**src/rtl/uart_pkg.sv**
```systemverilog
// Shared UART definitions: byte width, bit timing, arbiter state encoding.
package uart_pkg;

  localparam int UART_BYTE_W         = 8;
  localparam int CYC_PER_BIT         = 5208;
  // Comfortably longer than one 10-bit frame at CYC_PER_BIT.
  localparam int DEFAULT_TIMEOUT_CYC = 60000;

  typedef enum logic [1:0] {
    IDLE      = 2'd0,
    START     = 2'd1,
    WAIT_DONE = 2'd2,
    RELEASE   = 2'd3
  } arb_state_e;

endpackage

```
**src/rtl/rr_pick.sv**
```systemverilog
// Combinational round-robin selector: first set request strictly after index
// `last`, wrapping modulo NUM_REQ.
module rr_pick #(
  parameter int NUM_REQ = 2,
  parameter int IDX_W   = (NUM_REQ > 1) ? $clog2(NUM_REQ) : 1
) (
  input  logic [NUM_REQ-1:0] req,
  input  logic [IDX_W-1:0]   last,
  output logic               valid,
  output logic [IDX_W-1:0]   idx
);

  logic             found_s;
  logic [IDX_W-1:0] cand_s;

  // Walk the candidates in rotation order; keep the first hit.
  always_comb begin
    valid   = |req;
    idx     = '0;
    found_s = 1'b0;
    cand_s  = '0;
    for (int i = 1; i <= NUM_REQ; i++) begin
      cand_s  = IDX_W'((int'(last) + i) % NUM_REQ);
      idx     = (req[cand_s] && !found_s) ? cand_s : idx;
      found_s = found_s | req[cand_s];
    end
  end

endmodule

```
**src/rtl/uart_tx_arbiter.sv**
```systemverilog
// Round-robin sharing of one UART transmitter among NUM_REQ byte sources.
// Optional watchdog abort of a stuck transfer: define UART_TX_TIMEOUT_EN.
module uart_tx_arbiter
  import uart_pkg::*;
#(
  parameter int NUM_REQ     = 2,
`ifdef UART_TX_TIMEOUT_EN
  parameter int TIMEOUT_CYC = DEFAULT_TIMEOUT_CYC,
`endif
  parameter int IDX_W       = (NUM_REQ > 1) ? $clog2(NUM_REQ) : 1
) (
  input  logic                           clk_i,
  input  logic                           rst_ni,
  input  logic [NUM_REQ-1:0]             req_i,
  input  logic [UART_BYTE_W*NUM_REQ-1:0] data_i,
  output logic [NUM_REQ-1:0]             ack_o,
  output logic [UART_BYTE_W-1:0]         tx_data_o,
  output logic                           tx_start_o,
  input  logic                           tx_done_i,
  output logic                           busy_o,
  output logic [IDX_W-1:0]               grant_idx_o,
  output logic                           timeout_o
);

  function automatic logic [NUM_REQ-1:0] idx_to_onehot(input logic [IDX_W-1:0] idx);
    logic [NUM_REQ-1:0] v;
    for (int k = 0; k < NUM_REQ; k++) begin
      v[k] = (idx == IDX_W'(k));
    end
    return v;
  endfunction

  arb_state_e             state_r;
  logic [IDX_W-1:0]       last_r;
  logic [IDX_W-1:0]       grant_r;
  logic [UART_BYTE_W-1:0] tx_data_r;
  logic                   tx_start_r;
  logic [NUM_REQ-1:0]     ack_r;
  logic                   busy_r;

  logic                   pick_valid_s;
  logic [IDX_W-1:0]       pick_idx_s;
  logic [UART_BYTE_W-1:0] pick_byte_s;

  rr_pick #(
    .NUM_REQ (NUM_REQ),
    .IDX_W   (IDX_W)
  ) u_rr_pick (
    .req   (req_i),
    .last  (last_r),
    .valid (pick_valid_s),
    .idx   (pick_idx_s)
  );

  // Byte lane of the arbitration winner.
  always_comb begin
    pick_byte_s = '0;
    for (int k = 0; k < NUM_REQ; k++) begin
      pick_byte_s = (pick_idx_s == IDX_W'(k)) ? data_i[k*UART_BYTE_W +: UART_BYTE_W] : pick_byte_s;
    end
  end

`ifdef UART_TX_TIMEOUT_EN
  localparam int CNT_W = (TIMEOUT_CYC > 2) ? $clog2(TIMEOUT_CYC) : 1;
  logic [CNT_W-1:0] cnt_r;
  logic             timeout_r;
`endif

  // Arbitration / transmit handshake FSM with registered outputs.
  always_ff @(posedge clk_i or negedge rst_ni) begin
    if (!rst_ni) begin
      state_r    <= IDLE;
      last_r     <= IDX_W'(NUM_REQ - 1);
      grant_r    <= '0;
      tx_data_r  <= '0;
      tx_start_r <= 1'b0;
      ack_r      <= '0;
      busy_r     <= 1'b0;
`ifdef UART_TX_TIMEOUT_EN
      cnt_r      <= '0;
      timeout_r  <= 1'b0;
`endif
    end else begin
      ack_r <= '0;
`ifdef UART_TX_TIMEOUT_EN
      timeout_r <= 1'b0;
`endif
      case (state_r)
        IDLE: begin
          // A done still high from the previous frame blocks a new grant.
          if (pick_valid_s && !tx_done_i) begin
            tx_data_r <= pick_byte_s;
            grant_r   <= pick_idx_s;
            last_r    <= pick_idx_s;
            busy_r    <= 1'b1;
            state_r   <= START;
`ifdef UART_TX_TIMEOUT_EN
            cnt_r     <= '0;
`endif
          end else begin
            state_r <= IDLE;
          end
        end
        START: begin
          tx_start_r <= 1'b1;
          state_r    <= WAIT_DONE;
        end
        WAIT_DONE: begin
          if (tx_done_i) begin
            tx_start_r <= 1'b0;
            ack_r      <= idx_to_onehot(grant_r);
            state_r    <= RELEASE;
`ifdef UART_TX_TIMEOUT_EN
          end else if (cnt_r == CNT_W'(TIMEOUT_CYC - 1)) begin
            // Abort without ack; last_r already points at this requester,
            // so the others are served before it retries.
            tx_start_r <= 1'b0;
            timeout_r  <= 1'b1;
            state_r    <= RELEASE;
          end else begin
            cnt_r <= cnt_r + CNT_W'(1);
          end
`else
          end else begin
            state_r <= WAIT_DONE;
          end
`endif
        end
        RELEASE: begin
          if (!tx_done_i) begin
            busy_r  <= 1'b0;
            state_r <= IDLE;
          end else begin
            state_r <= RELEASE;
          end
        end
        default: begin
          tx_start_r <= 1'b0;
          busy_r     <= 1'b0;
          state_r    <= IDLE;
        end
      endcase
    end
  end

  assign ack_o       = ack_r;
  assign tx_data_o   = tx_data_r;
  assign tx_start_o  = tx_start_r;
  assign busy_o      = busy_r;
  assign grant_idx_o = grant_r;
`ifdef UART_TX_TIMEOUT_EN
  assign timeout_o   = timeout_r;
`else
  assign timeout_o   = 1'b0;
`endif

endmodule

```
**config.mk**
```make
export PLATFORM = sky130hd
export DESIGN_NAME = uart_tx_arbiter
export DESIGN_NICKNAME = d
export VERILOG_FILES = /design/src/rtl/uart_pkg.sv /design/src/rtl/rr_pick.sv /design/src/rtl/uart_tx_arbiter.sv
export SDC_FILE = /design/constraint.sdc
export NUM_CORES = 1
export LEC_CHECK = 0
export ABC_AREA = 1
export CAP_MARGIN = 20
export CORE_MARGIN = 1.5
export CORE_UTILIZATION = 36
export CTS_BUF_LIST = sky130_fd_sc_hd__clkbuf_4 sky130_fd_sc_hd__clkbuf_8 sky130_fd_sc_hd__clkbuf_16
export DETAILED_ROUTE_END_ITERATION = 10
export MAX_ROUTING_LAYER = met4
export PLACE_DENSITY = 0.73
export SYNTH_ARGS = -nofsm -noshare
export SYNTH_HDL_FRONTEND = slang
export SYNTH_SLANG_ARGS = --single-unit
```
**constraint.sdc**
```tcl
create_clock -name clk_i -period 0.9 [get_ports clk_i]
set_input_delay 0.135 -clock clk_i [delete_from_list [all_inputs] [get_ports clk_i]]
set_output_delay 0.135 -clock clk_i [all_outputs]
set_load 0.005 [all_outputs]
```
==> impl_metrics.ini <==
[placed_design]
portBuffers = 33
place.gp.congestion = 0.7235
pre_cts_ws_ps = -404.3
hpwl_mm = 1.437
dp.cells = 165

[power]
p_comb_share_pct = 49.0
clkPwrFrac_pct = 14.1
power_density_mw_per_mm2 = 2606
ir_drop_uv = 1332
seqPwrFrac_pct = 36.9
switching_share_pct = 36.32
netSwitchingPower_mw = 1.253
p_int_mw = 2.197
power_mw = 3.450
power.leakage_nw = 0.7064

[clock_network]
cts_htree_levels = 1
cts_tree = done
clockBufferDepth = 2
cts.clk_slew.worst_paths_ps = 100
numCtsBuffers = 3
root_buffer = clkbuf_4
clock-sinks = 16
clk_latency_ps = 290

[route]
avgRoutedWirePerCell_um = 12.17
viasPerCell = 4.665
drt_wl_total_mm = 2.178
dr.pass1.iters = 5
vias = 835
route.detailed.drc = 0
ant_nets = 0
dr.first_iter.drc_count = 20

[critical_path]
worst_setup_path_start_kind = register
crit_type = register to register
cp_top_family = flip-flops
critPathMaxFanout = 10
arrival_ps = 1330
cp_slowest_stage_delay_ps = 600
endpoint_kind = register
path_common_cell = nand2_1
critical_path_required_ps = 1140
path_cells = nand2_8 -> nand2_8 -> nand2_1 -> nand2_1 -> nand2_1 -> nand2_1
cp_slowest_cell = dfstp_2
crit_buf_inv = 0

[synth]
synth_nets = 119
ys_types = 18
synth_warnings = 0
syn_inst = 98
synth.yosys.seq_area_share_pct = 50.39
avgSynthCellArea_um2 = 8.133
syn_area_um2 = 797.0
ys_ff_latch = 16

[floorplan]
fp.dieH_um = 50.05
num_rows = 16
core_area_mm2 = 0.002022
die_area_mm2 = 0.002505
floorplan.initialDensity_pct = 39.42
ios = 35
die_x_um = 50.05

[outcome]
outcome = finished with violations
violations = setup timing

[global_route]
grt_pass1_wl_mm = 3.684
antenna_found_initial = 0
grt_max_degree = 11
track_usage_pct = 20.28
grt_pass1_vias = 899
grt-ovfl-total = 0

[finish]
drive_above_1_share_pct = 34.87
area_growth_pct = 66.09
num-nets-final = 174
nFillCells = 178
fin_cells = 179
num_antenna_cells = 0
multiInputGateArea_um2 = 414.1
regArea_um2 = 402.9

[sta]
fin_ws_ps = -191.5
tns_ps = -2730
fmax_ghz = 0.9162
finalHoldViolCount = 0
slew_viol_final = 0
hold_ws_ps = 220.6
layout_min_cycle_time_ps = 1092
fin_skew_ps = 1.930
post-route-period-util_pct = 121.3
grt_setup_unrepaired = true
setup_viol = 29

[worst_hold_path]
hold_path_class = input port to async pin

[flow_run]
drv_cap = 0
## layout make-up
type / count / area share (%)
timing repair buffer: 51 / 30.91
multi-input combinational: 75 / 31.29
sequential: 16 / 30.43
inverter: 6 / 2.079
clock buffer: 4 / 2.741
tap: 27 / 2.552
## per-stage QoR
stage	area (um2)	util [%]
3_5_place_dp	1221	60.40
6_report	1324	65.47
2_1_floorplan	812.0	-
3_3_place_gp	1221	60.40
4_1_cts	1290	63.80
5_1_grt	1324	65.47
## power by group through the flow
stage	clock network, mW	registers (mW)	logic (mW)
floorplan	0	1.28	0.588
global placement	0	1.26	1.43
detailed placement	0	1.26	1.48
CTS	0.491	1.27	1.53
global route	0.527	1.30	1.86
finish	0.487	1.27	1.69
## placed cells by master, fill, tap and decap left out, types with 3 or more instances in the layout
cell             instances
inv_1                    3
clkdlybuf4s50_1         18
nand2_1                 48
o21ai_0                  3
clkbuf_4                 3
buf_2                   12
buf_6                    3
buf_4                   15
dfrtp_1                 14
nand3_1                  9
## worst reg2reg max path, stage by stage, from the launching register on
cell	delay [ps]
dfstp_2	600
nand2_8	100
nand2_8	100
nand2_1	60
nand2_1	60
nand2_1	50
nand2_1	60
## registers in the layout, indices dropped and copies added (netlist names)
signal / cells
state_r: 2
tx_data_o: 8
last_r: 1
busy_o: 1
ack_o: 2
grant_idx_o: 1
tx_start_o: 1
## per-layer routing
layer	track usage, %	wire, um
met1	20.11	835
met2	37.72	1172
met3	3.333	130
met4	9.722	38
met5	-	0
## cells in the mapped netlist, drive strengths merged
cell type | number | share of area, %
inv | 6 | 3.1
dfstp | 1 | 3.3
or2 | 1 | 0.79
dfrtp | 15 | 47
conb | 1 | 0.47
o21ai | 3 | 1.9
buf | 3 | 3.8
nor2 | 4 | 4.2
nand3 | 11 | 8.5
nand2 | 53 | 27
## final timing paths
check | from | to | slack, ps | depth (start not counted)
worst max-delay path | last_r$_DFFE_PN1P_ | tx_data_o[1]$_DFFE_PN0P_ | -190 | 6
worst min-delay path | rst_ni | ack_o[0]$_DFF_PN0_ | 220 | 2
worst max register to register | last_r$_DFFE_PN1P_ | tx_data_o[1]$_DFFE_PN0P_ | -190 | 6
worst min register to register | tx_data_o[2]$_DFFE_PN0P_ | tx_data_o[2]$_DFFE_PN0P_ | 480 | 2
max in group asynchronous | rst_ni | tx_data_o[3]$_DFFE_PN0P_ | 560 | 2
min in group clk_i | data_i[3] | tx_data_o[3]$_DFFE_PN0P_ | 450 | 5
## what timing repair did
action	CTS	global route
cloned	2	0
gates resized for setup	60	5
pin swaps	4	0
endpoints found under the setup margin	26	29
buffers inserted	5	3
hold buffers	0	0
## logic make-up (layout without fill, tap and decap cells)
family	count (synthesis)	in the layout	share of synthesized area, %
and+or+nand+nor	69	71	40.35
DFF	16	16	50.39
buffers and inverters	9	61	6.907
AOI/OAI and AO/OA	3	3	1.883
other	1	1	0.4705
No activity file was read; power rests on OpenSTA's default activity.
